## src/rtl/cc1200_tx_framer_pkg.sv

```systemverilog
// Shared types and constants for the CC1200 TX framer: FSM states, default
// sync words, the burst-TX-FIFO command byte and the fixed header length.
package cc1200_pkg;

    typedef enum logic [2:0] {
        IDLE,
        SEND,
        WAIT_HI,
        WAIT_LO,
        GAP
    } state_t;

    localparam logic [31:0] DEF_SYNC0    = 32'h93AAAADE;
    localparam logic [31:0] DEF_SYNC1    = 32'h935555DE;
    localparam logic [7:0]  DEF_CMD      = 8'h7F;
    localparam logic [7:0]  HDR_LEN      = 8'd7;
    localparam logic [7:0]  MIN_PKT_SIZE = 8'd8;

    // A packet always carries the full header plus at least one payload byte.
    function automatic logic [7:0] eff_size(input logic [7:0] req);
        return (req < MIN_PKT_SIZE) ? MIN_PKT_SIZE : req;
    endfunction

endpackage

```

## src/rtl/cc1200_tx_framer_if.sv

```systemverilog
// Sample stream and SPI byte handshake between the framer and its neighbours.
// master = framer side, slave = sample source / SPI engine side.
interface cc1200_tx_framer_if #(
    parameter int SAMPLE_W = 12
);
    logic [SAMPLE_W-1:0] s_data;
    logic                s_valid;
    logic                s_ready;
    logic                load_next;
    logic                spi_start;
    logic                spi_stop;
    logic [7:0]          spi_byte;

    modport master (
        input  s_data,
        input  s_valid,
        input  load_next,
        output s_ready,
        output spi_start,
        output spi_stop,
        output spi_byte
    );

    modport slave (
        output s_data,
        output s_valid,
        output load_next,
        input  s_ready,
        input  spi_start,
        input  spi_stop,
        input  spi_byte
    );
endinterface

```

## src/rtl/cc1200_tx_framer_bit_packer.sv

```systemverilog
// LSB-first bit packer: turns SAMPLE_W-bit samples into a byte stream,
// pulling a new sample only when fewer than 8 bits are buffered.
module cc1200_bit_packer #(
    parameter int SAMPLE_W = 12
) (
    input  logic                clk,
    input  logic                rstn,
    input  logic                i_clear,
    input  logic                i_advance,
    input  logic [SAMPLE_W-1:0] i_sample,
    input  logic                i_sample_valid,
    output logic                o_sample_ready,
    output logic                o_starve,
    output logic [7:0]          o_byte
);

    localparam int ACC_W = SAMPLE_W + 7;

    logic [ACC_W-1:0]    r_acc;
    logic [4:0]          r_nbits;

    logic                w_need;
    logic [SAMPLE_W-1:0] w_fill;
    logic [ACC_W-1:0]    w_merged;
    logic [4:0]          w_nbits_merged;

    // A missing sample is replaced by zeros so the byte stream never stalls.
    always_comb begin
        w_need         = (r_nbits < 5'd8);
        w_fill         = (w_need && i_sample_valid) ? i_sample : '0;
        w_merged       = r_acc | ({{7{1'b0}}, w_fill} << r_nbits);
        w_nbits_merged = w_need ? (r_nbits + 5'(SAMPLE_W)) : r_nbits;
        o_byte         = w_merged[7:0];
        o_sample_ready = i_advance && w_need && i_sample_valid;
        o_starve       = i_advance && w_need && !i_sample_valid;
    end

    always_ff @(posedge clk) begin
        if (!rstn || i_clear) begin
            r_acc   <= '0;
            r_nbits <= '0;
        end else if (i_advance) begin
            r_acc   <= w_merged >> 8;
            r_nbits <= w_nbits_merged - 5'd8;
        end
    end

endmodule

```

## src/rtl/cc1200_tx_framer.sv

```systemverilog
// CC1200 TX framer: emits CMD, sync word, address and packed payload bytes to
// an SPI engine, then waits for the packet-sent GPIO and an inter-packet gap.
module cc1200_tx_framer
    import cc1200_pkg::*;
#(
    parameter int          SAMPLE_W = 12,
    parameter logic [31:0] SYNC0    = DEF_SYNC0,
    parameter logic [31:0] SYNC1    = DEF_SYNC1,
    parameter logic [7:0]  CMD      = DEF_CMD
) (
    input  logic                  clk,
    input  logic                  rstn,
    input  logic                  trans_en,
    input  logic                  tran_en,
    input  logic                  frame_sync,
    input  logic [15:0]           tran_add,
    input  logic [7:0]            tx_pkt_size,
    input  logic [15:0]           tx_wait,
    input  logic                  pkt_gpio,
    output logic                  busy,
    output logic                  underrun,
    cc1200_tx_framer_if.master    bus
);

    state_t      r_state;
    logic [7:0]  r_byte_cnt;
    logic [7:0]  r_size;
    logic        r_sync_sel;
    logic [15:0] r_add;
    logic [15:0] r_gap_cnt;
    logic        r_underrun;
    logic        r_gpio_meta;
    logic        r_gpio_sync;

    state_t      w_next;
    logic        w_start;
    logic        w_last;
    logic        w_advance;
    logic        w_payload_adv;
    logic        w_starve;
    logic        w_sample_ready;
    logic [7:0]  w_pack_byte;
    logic [31:0] w_sync;
    logic [7:0]  w_spi_byte;

    // Handshakes are gated by rstn so nothing is started or consumed in a reset cycle.
    always_comb begin
        w_next    = r_state;
        w_start   = 1'b0;
        w_last    = 1'b0;
        w_advance = 1'b0;
        case (r_state)
            IDLE: begin
                if (rstn && trans_en && tran_en) begin
                    w_next  = SEND;
                    w_start = 1'b1;
                end
            end
            SEND: begin
                w_last = (r_byte_cnt == r_size - 8'd1);
                if (rstn && bus.load_next) begin
                    w_advance = 1'b1;
                    if (w_last) begin
                        w_next = WAIT_HI;
                    end
                end
            end
            WAIT_HI: begin
                if (r_gpio_sync) begin
                    w_next = WAIT_LO;
                end
            end
            WAIT_LO: begin
                if (!r_gpio_sync) begin
                    w_next = GAP;
                end
            end
            GAP: begin
                if (r_gap_cnt == tx_wait) begin
                    w_next = IDLE;
                end
            end
            default: w_next = IDLE;
        endcase
    end

    assign w_payload_adv = w_advance && (r_byte_cnt >= HDR_LEN);
    assign w_sync        = r_sync_sel ? SYNC1 : SYNC0;

    cc1200_bit_packer #(
        .SAMPLE_W (SAMPLE_W)
    ) u_packer (
        .clk            (clk),
        .rstn           (rstn),
        .i_clear        (w_start),
        .i_advance      (w_payload_adv),
        .i_sample       (bus.s_data),
        .i_sample_valid (bus.s_valid),
        .o_sample_ready (w_sample_ready),
        .o_starve       (w_starve),
        .o_byte         (w_pack_byte)
    );

    always_comb begin
        w_spi_byte = 8'h00;
        if (r_state == SEND) begin
            case (r_byte_cnt)
                8'd0:    w_spi_byte = CMD;
                8'd1:    w_spi_byte = w_sync[31:24];
                8'd2:    w_spi_byte = w_sync[23:16];
                8'd3:    w_spi_byte = w_sync[15:8];
                8'd4:    w_spi_byte = w_sync[7:0];
                8'd5:    w_spi_byte = r_add[15:8];
                8'd6:    w_spi_byte = r_add[7:0];
                default: w_spi_byte = w_pack_byte;
            endcase
        end
    end

    always_ff @(posedge clk) begin
        if (!rstn) begin
            r_state     <= IDLE;
            r_byte_cnt  <= '0;
            r_size      <= '0;
            r_sync_sel  <= 1'b0;
            r_add       <= '0;
            r_gap_cnt   <= '0;
            r_underrun  <= 1'b0;
            r_gpio_meta <= 1'b0;
            r_gpio_sync <= 1'b0;
        end else begin
            r_state     <= w_next;
            r_gpio_meta <= pkt_gpio;
            r_gpio_sync <= r_gpio_meta;
            if (w_start) begin
                r_byte_cnt <= '0;
                r_size     <= eff_size(tx_pkt_size);
                r_sync_sel <= frame_sync;
                r_add      <= tran_add;
                r_underrun <= 1'b0;
            end else if (w_advance) begin
                r_byte_cnt <= r_byte_cnt + 8'd1;
            end
            if (w_starve) begin
                r_underrun <= 1'b1;
            end
            // Gap counter runs 0..tx_wait inclusive, so tx_wait=0 still spends one cycle in GAP.
            if (r_state == GAP) begin
                r_gap_cnt <= r_gap_cnt + 16'd1;
            end else begin
                r_gap_cnt <= '0;
            end
        end
    end

    assign bus.spi_start = w_start;
    assign bus.spi_stop  = w_last;
    assign bus.spi_byte  = w_spi_byte;
    assign bus.s_ready   = w_sample_ready;
    assign busy          = (r_state != IDLE);
    assign underrun      = r_underrun;

endmodule

```

## src/flat_wrapper.sv

```systemverilog
// flat-port wrapper written by rule: the top's interface ports become plain ports
module cc1200_tx_framer_flat import cc1200_pkg::*;
#(
    parameter int          SAMPLE_W = 12,
    parameter logic [31:0] SYNC0    = DEF_SYNC0,
    parameter logic [31:0] SYNC1    = DEF_SYNC1,
    parameter logic [7:0]  CMD      = DEF_CMD
)
  (clk, rstn, trans_en, tran_en, frame_sync, tran_add, tx_pkt_size, tx_wait, pkt_gpio, busy, underrun, bus_s_data, bus_s_valid, bus_load_next, bus_s_ready, bus_spi_start, bus_spi_stop, bus_spi_byte);
  cc1200_tx_framer_if #(.SAMPLE_W(SAMPLE_W)) bus_i ();
  input  logic clk;
  input  logic rstn;
  input  logic trans_en;
  input  logic tran_en;
  input  logic frame_sync;
  input  logic [15:0] tran_add;
  input  logic [7:0] tx_pkt_size;
  input  logic [15:0] tx_wait;
  input  logic pkt_gpio;
  output logic busy;
  output logic underrun;
  input wire logic [$bits(bus_i.s_data)-1:0] bus_s_data;
  input wire logic [$bits(bus_i.s_valid)-1:0] bus_s_valid;
  input wire logic [$bits(bus_i.load_next)-1:0] bus_load_next;
  output wire logic [$bits(bus_i.s_ready)-1:0] bus_s_ready;
  output wire logic [$bits(bus_i.spi_start)-1:0] bus_spi_start;
  output wire logic [$bits(bus_i.spi_stop)-1:0] bus_spi_stop;
  output wire logic [$bits(bus_i.spi_byte)-1:0] bus_spi_byte;
  assign bus_i.s_data = bus_s_data;
  assign bus_i.s_valid = bus_s_valid;
  assign bus_i.load_next = bus_load_next;
  assign bus_s_ready = bus_i.s_ready;
  assign bus_spi_start = bus_i.spi_start;
  assign bus_spi_stop = bus_i.spi_stop;
  assign bus_spi_byte = bus_i.spi_byte;
  cc1200_tx_framer #(.SAMPLE_W(SAMPLE_W), .SYNC0(SYNC0), .SYNC1(SYNC1), .CMD(CMD)) u_core (.clk(clk), .rstn(rstn), .trans_en(trans_en), .tran_en(tran_en), .frame_sync(frame_sync), .tran_add(tran_add), .tx_pkt_size(tx_pkt_size), .tx_wait(tx_wait), .pkt_gpio(pkt_gpio), .busy(busy), .underrun(underrun), .bus(bus_i));
endmodule
```

## config.mk

```make
export PLATFORM = sky130hd
export DESIGN_NAME = cc1200_tx_framer_flat
export DESIGN_NICKNAME = d
export VERILOG_FILES = /design/src/rtl/cc1200_tx_framer_pkg.sv /design/src/rtl/cc1200_tx_framer_if.sv /design/src/rtl/cc1200_tx_framer_bit_packer.sv /design/src/rtl/cc1200_tx_framer.sv /design/src/flat_wrapper.sv
export SDC_FILE = /design/constraint.sdc
export NUM_CORES = 1
export LEC_CHECK = 0
export ABC_AREA = 1
export CAP_MARGIN = 25
export CORE_MARGIN = 5
export CORE_UTILIZATION = 50
export DETAILED_ROUTE_END_ITERATION = 16
export PLACE_DENSITY = 0.85
export SLEW_MARGIN = 20
export SYNTH_ARGS = -nofsm -noshare
export SYNTH_HDL_FRONTEND = slang
export SYNTH_HIERARCHICAL = 1
export SYNTH_SLANG_ARGS = --single-unit
export TNS_END_PERCENT = 10
```

## constraint.sdc

```tcl
create_clock -name clk -period 4.8 [get_ports clk]
set_clock_uncertainty 0.1 [all_clocks]
set_input_delay 0.96 -clock clk [delete_from_list [all_inputs] [get_ports clk]]
set_output_delay 0.96 -clock clk [all_outputs]
set_load 0.1 [all_outputs]
```

==> run metrics, run 1 <==
status finished, final reports clean; Setup TNS 0 ns; Netlist cell types 39; initial DRC count 317; hold buffer count at cts 0; Achievable Freq 0.2517 GHz; FILL cells 703; grt met1 use 24.87%; CP max-delay cell clkdlybuf4s50_1; Cell Int Power ~970 uW; Clk network pwr share 25.7%; share of cells above drive strength 1 9.158%; CTS H-Tree Depth 3; Setup CP Type in2out; number of port buffers ~70; post_cts resized 0; Ys Warns 6; Boundary Pins 73; Diodes inserted 0; crit-path cells clkdlybuf4s50_1 > buf_4 > nand2_1 > inv_1 > nand2_4 > clkinv_2 > o21ai_0 > nand2_1 > inv_2 > nor2_1 > buf_12; post-synth design cell area 0.003925 sq mm; Die Area 0.009722 sq mm; via-per-instance ratio 5.018; commonest non-fill, non-tap cell in the layout nand2_1; HP Class reg2reg; synthesized flop and latch total between 60 and 70; Gate power share 36.0%; initial antenna violation count 0; maxcap violations 0; Worst Max-Slew Pin Slew roughly 0.98 ns; final worst path period need 3.972 ns; post-layout net count 738; largest net degree at the start of global routing 23; hold slack final 0.3234 ns; final WL 9.433 mm; Placer Congestion 0.9044; largest vdd supply drop 0.0001881 V; first drt pass iteration count 5; Die X 98.60 um; grt ovf 0; slew margin rel. ~34%; FP Rows 32; Top delay family on crit path buffers and inverters; CP Launch Type input port; hold-critical path depth 2; Seq pwr share 38.4%; Avg Inst Size Synth between 6 and 7 sq um; die height approximately 99 um; Initial Util 51.06%; # clock sinks 69; Worst R2R Path Depth 8; clock latency on the worst-skew pair 0.34 ns; fin. max-slew vios 0; Area growth syn-to-layout 23.33%; WP data required about 3.7 ns; Synthesized Nets 673; met3 GRT Util 4.812%; clk slew on worst S/H paths 0.07 ns; drt wl/cell 12.11 um; Crit Path Max Fanout 16; P_sw 654.4 uW; post-route antenna net violation count 0; first-pass GRT wire length 16.30 mm; fin crit share 82.76%; commonest non-fill, non-tap cells in the layout nand2_1 (157), inv_1 (96), dfxtp_1 (69), nor2_1 (63), clkdlybuf4s50_1 (61); via count 3,909; Num CTS Buffers 9; Mapped Cells 607; # DRC 0; Post-CTS Setup Repair Bufs 0; Root Buffer clkbuf_8; HPWL Detailed 7.321 mm; vias in the first global route ~3.8k; crit end category output port; Buf/Inv on CP 6; CP most frequent cell nand2_1; Sw Share 40.25%; critical path depth 11; Critical Path AT 2.91 ns; Setup violations, final 0; max incr delay on CP 0.46 ns; RSZ-0062 raised after global routing no; leakage 2.060 nW; met2 Use GR roughly a third; Clock Path Buffers 2; sequential-to-total area share from yosys stat a little over a third; Hold Vio Cnt, Final 0; CORE AREA 0.007687 sq mm; Top Usage Layer GRT met2; pwr dens roughly 340 mW/mm^2; GRT Total Usage 19.72%; CTS tree built
## worst reg2reg max path: cells and delay by family, from the launching register on
kind	cells	cell delay (ns)
and+or+nand+nor	4	1.10
buffers and inverters	2	0.40
DFF	1	0.36
AOI/OAI and AO/OA	2	0.23
## power groups by stage
stage          Clock [mW]  Combinational (mW)  Sequential, mW
2_1_floorplan           0               0.436           0.631
4_1_cts             0.429               0.583           0.623
6_report            0.417               0.585           0.624
3_3_place_gp            0               0.572           0.635
3_5_place_dp            0               0.582           0.636
5_1_grt             0.453               0.622           0.626
## cell usage after synthesis, drive strengths merged
master / n / area, sq um
or4: 1 / 7.510
nor2: 71 / 306.5
buf: 20 / 121.4
a22o: 6 / 52.55
o22ai: 6 / 37.54
inv: 108 / 405.4
nor3: 16 / 106.4
nand2b: 1 / 6.260
a31oi: 3 / 18.77
nand3: 35 / 205.2
a21oi: 39 / 195.2
ha: 6 / 75.07
o41ai: 1 / 8.760
clkinv: 2 / 8.750
a211oi: 1 / 7.510
xor2: 3 / 26.28
nand4: 4 / 25.02
o21bai: 2 / 18.77
o211ai: 4 / 30.03
nor3b: 1 / 7.510
nand2: 159 / 611.8
o21ai: 44 / 220.2
dfxtp: 69 / 1381
xnor2: 3 / 26.28
a31o: 1 / 8.760
or2: 1 / 6.260
## cells by family after synthesis
family | Yosys count | share of synthesized area, %
flops | 69 | 35.19
simple gates | 289 | 32.67
fa+ha+maj | 6 | 1.913
xor+xnor | 6 | 1.339
compound gates | 107 | 15.24
buf+inv | 130 | 13.64
## flip-flops by register name, indices dropped and copies added (netlist names)
register,count
u_core/u_packer/r_nbits,3
u_core/r_gpio_meta,1
u_core/r_byte_cnt,8
u_core/r_sync_sel,1
u_core/r_gap_cnt,16
u_core/u_packer/r_acc,11
u_core/r_state,3
u_core/r_gpio_sync,1
u_core/r_add,16
u_core/r_size,8
u_core/underrun,1
## final cells by class
type / instances / area [sq um] / share of cell area [%]
multi-input combinational: 408 / 2008 / 41.48
sequential: 69 / 1381 / 28.53
timing repair buffer: 74 / 733.2 / 15.15
inverter: 110 / 414.1 / 8.555
clock buffer: 10 / 137.6 / 2.843
tap: 102 / 127.6 / 2.636
clock inverter: 6 / 38.79 / 0.8012
## layer usage
metal,part of all wire [%],vias to the layer above
met5,0,-
met1,45,1761
met2,50,110
met3,5.3,6
li1,-,2032
met4,0.49,0
## worst paths after layout
check / start / to / slack, ns
worst max-delay path: rstn / bus_s_ready / 0.83
worst max register to register: u_core/r_state[0]$_SDFFE_PN0P_ / u_core/u_packer/r_nbits[2]$_SDFFE_PP0N_ / 2.49
worst min-delay path: u_core/r_gpio_meta$_SDFF_PN0_ / u_core/r_gpio_sync$_SDFF_PN0_ / 0.32
worst min register to register: u_core/r_gpio_meta$_SDFF_PN0_ / u_core/r_gpio_sync$_SDFF_PN0_ / 0.32
## per-stage QoR
| stage | total power, mW | cell area, sq um | instances | worst slack, ns | util (%) |
|---|---|---|---|---|---|
| 2_1_floorplan | 1.067 | 3925 | 607 | 0.5082 | - |
| 4_1_cts | 1.636 | 4841 | 779 | 0.8344 | 62.97 |
| 3_5_place_dp | 1.217 | 4664 | 763 | 0.8540 | 60.68 |
| 3_3_place_gp | 1.207 | 4664 | 763 | 0.8969 | 60.68 |
| 5_1_grt | 1.700 | 4841 | 779 | 0.6611 | 62.97 |
| 6_report | 1.626 | 4841 | 779 | 0.8275 | 62.97 |
Power figures use the tool's default switching activity.
==> inputs of run 2 (changes only) <==
==> constraint.sdc (replaced) <==
create_clock -name clk -period 3.9 [get_ports clk]
set_clock_uncertainty 0.1 [all_clocks]
set_input_delay 0.78 -clock clk [delete_from_list [all_inputs] [get_ports clk]]
set_output_delay 0.78 -clock clk [all_outputs]
set_load 0.1 [all_outputs]
==> run 2 against run 1 <==
  * Hold slack improved by 0.0011 ns
  * Critical path type unchanged
  * Clock power up 33%
  * Sequential cell count unchanged
  * Final cell count decreased by 0.26%
  * Combinational power increased by 38%
  * Sequential power rose by 23%
  * Non-clock buffer count is the same
  * Via count rose by 0.13%
  * Register-to-register slack got worse by 0.78 ns
  * First-iteration DRC count decreased by 30%
  * Highest routed layer unchanged
  * Final area increased by 2.1%
  * Setup slack worse by 0.39 ns
==> run metrics, run 2 (synthesized netlist as in run 1, its figures left out) <==
status finished, final reports clean; number of port buffers 72; RSZ-0062 raised after global routing no; Critical Path AT 2.58 ns; FILL cells approximately 670; post-route antenna net violation count 0; met2 Use GR 34.89%; CP Launch Type input port; slew margin rel. approximately a third; final WL around 9.7 mm; initial antenna violation count 0; HPWL Detailed 7.380 mm; top flop regs u_core/r_add x16, u_core/r_gap_cnt x16, u_core/u_packer/r_acc x11; grt ovf 0; Setup CP Type in2out; hold slack final 0.3244 ns; met3 GRT Util 6.299%; # clock sinks 69; CTS H-Tree Depth 3; Final WS setup 0.4400 ns; first-pass GRT wire length 16.67 mm; Initial Util around half; WP data required about 3.0 ns; CTS tree built; initial DRC count ~220; post_cts resized 0; Setup TNS 0 ns; R2R setup slack 1.71 ns; Top Usage Layer GRT met2; commonest non-fill, non-tap cells in the layout nand2_1 (157), inv_1 (96), dfxtp_1 (69), nor2_1 (62), clkdlybuf4s50_1 (60); placed cell count 763; Setup violations, final 0; Hold Vio Cnt, Final 0; Critical Path Source rstn; clock latency on the worst-skew pair 0.34 ns; die height 98.60 um; # DRC 0; post-layout net count 738; worst r2r src u_core/r_state[0]$_SDFFE_PN0P_; Placer Congestion 0.9272; Root Buffer clkbuf_8; Crit Path Max Fanout 16; CORE AREA 0.007687 sq mm; Diodes inserted 0; RR Endpoint u_core/r_add[1]$_SDFFE_PN0P_; drt wl/cell 12.54 um; share of cells above drive strength 1 8.889%; HP Class reg2reg; fin. max-slew vios 0; vias in the first global route 3,820; Num CTS Buffers 9; final worst path period need ~3.5 ns; pre-CTS setup slack 0.5202 ns; via-per-instance ratio 5.037; maxcap violations 0; total power 2.134 mW; largest vdd supply drop 0.0002601 V; FP Rows 32; Clock Path Buffers 2; grt met1 use 24.74%; Die X 98.60 um; Die Area 0.009722 sq mm; commonest non-fill, non-tap cell in the layout nand2_1; GRT Total Usage roughly a fifth; fin crit share 88.72%; clk slew on worst S/H paths 0.07 ns; Boundary Pins 73; pwr dens around 430 mW/mm^2; largest net degree at the start of global routing 26; via count slightly below 4k; Worst Max-Slew Pin Slew 1.001 ns; Post-CTS Setup Repair Bufs 0; CP endpoint bus_s_ready; Area growth syn-to-layout 25.98%; hold buffer count at cts 0; first drt pass iteration count 5; Achievable Freq between 0.2 and 0.3 GHz; Worst R2R Path Depth 6; crit end category output port; Final Instance Count excl. Fillers 777; leakage 2.091 nW
==> run 2: worst min path at each step <==
stage / startpoint / to / depth (start not counted)
2_1_floorplan: u_core/r_gpio_meta$_SDFF_PN0_ / u_core/r_gpio_sync$_SDFF_PN0_ / 2
3_3_place_gp: u_core/r_gpio_meta$_SDFF_PN0_ / u_core/r_gpio_sync$_SDFF_PN0_ / 2
3_5_place_dp: u_core/r_gpio_meta$_SDFF_PN0_ / u_core/r_gpio_sync$_SDFF_PN0_ / 2
4_1_cts: u_core/r_gpio_meta$_SDFF_PN0_ / u_core/r_gpio_sync$_SDFF_PN0_ / 2
5_1_grt: u_core/u_packer/r_acc[8]$_SDFFE_PP0P_ / u_core/u_packer/r_acc[8]$_SDFFE_PP0P_ / 2
6_report: u_core/r_gpio_meta$_SDFF_PN0_ / u_core/r_gpio_sync$_SDFF_PN0_ / 2
==> run 2: layer usage <==
layer,part of all wire (%),up-vias
met5,0,-
met4,2.2,0
met3,5.6,25
met2,48,112
met1,44,1752
li1,-,2025
==> run 2: where the power goes <==
group | leakage (nW) | internal [mW] | switching (mW)
Sequential | 0.559 | 0.741 | 0.0276
Clock | 0.0923 | 0.305 | 0.250
Combinational | 1.44 | 0.283 | 0.526
==> run 2: area by class of cell <==
type,instances,area [sq um],area share [%]
Timing Repair Buffer,74,830.8,16.80
Inverter,110,414.1,8.376
Multi-Input combinational cell,408,2011,40.66
Tap cell,102,127.6,2.581
Clock inverter,2,35.03,0.7085
Clock buffer,12,145.1,2.935
Sequential cell,69,1381,27.94
==> run 2: through the flow <==
stage	util, %	cell area (sq um)
global route	64.32	4945
CTS	64.32	4945
finish	64.32	4945
floorplan	-	3928
detailed placement	61.98	4765
global placement	61.98	4765
==> run 2: critical path: stages <==
cell	delay (ns)
clkdlybuf4s50_1	0.47
nand2_1	0.05
inv_1	0.10
nand2_4	0.09
clkinv_2	0.09
o21ai_0	0.11
nand2_1	0.28
inv_2	0.20
nor2_2	0.20
buf_12	0.19
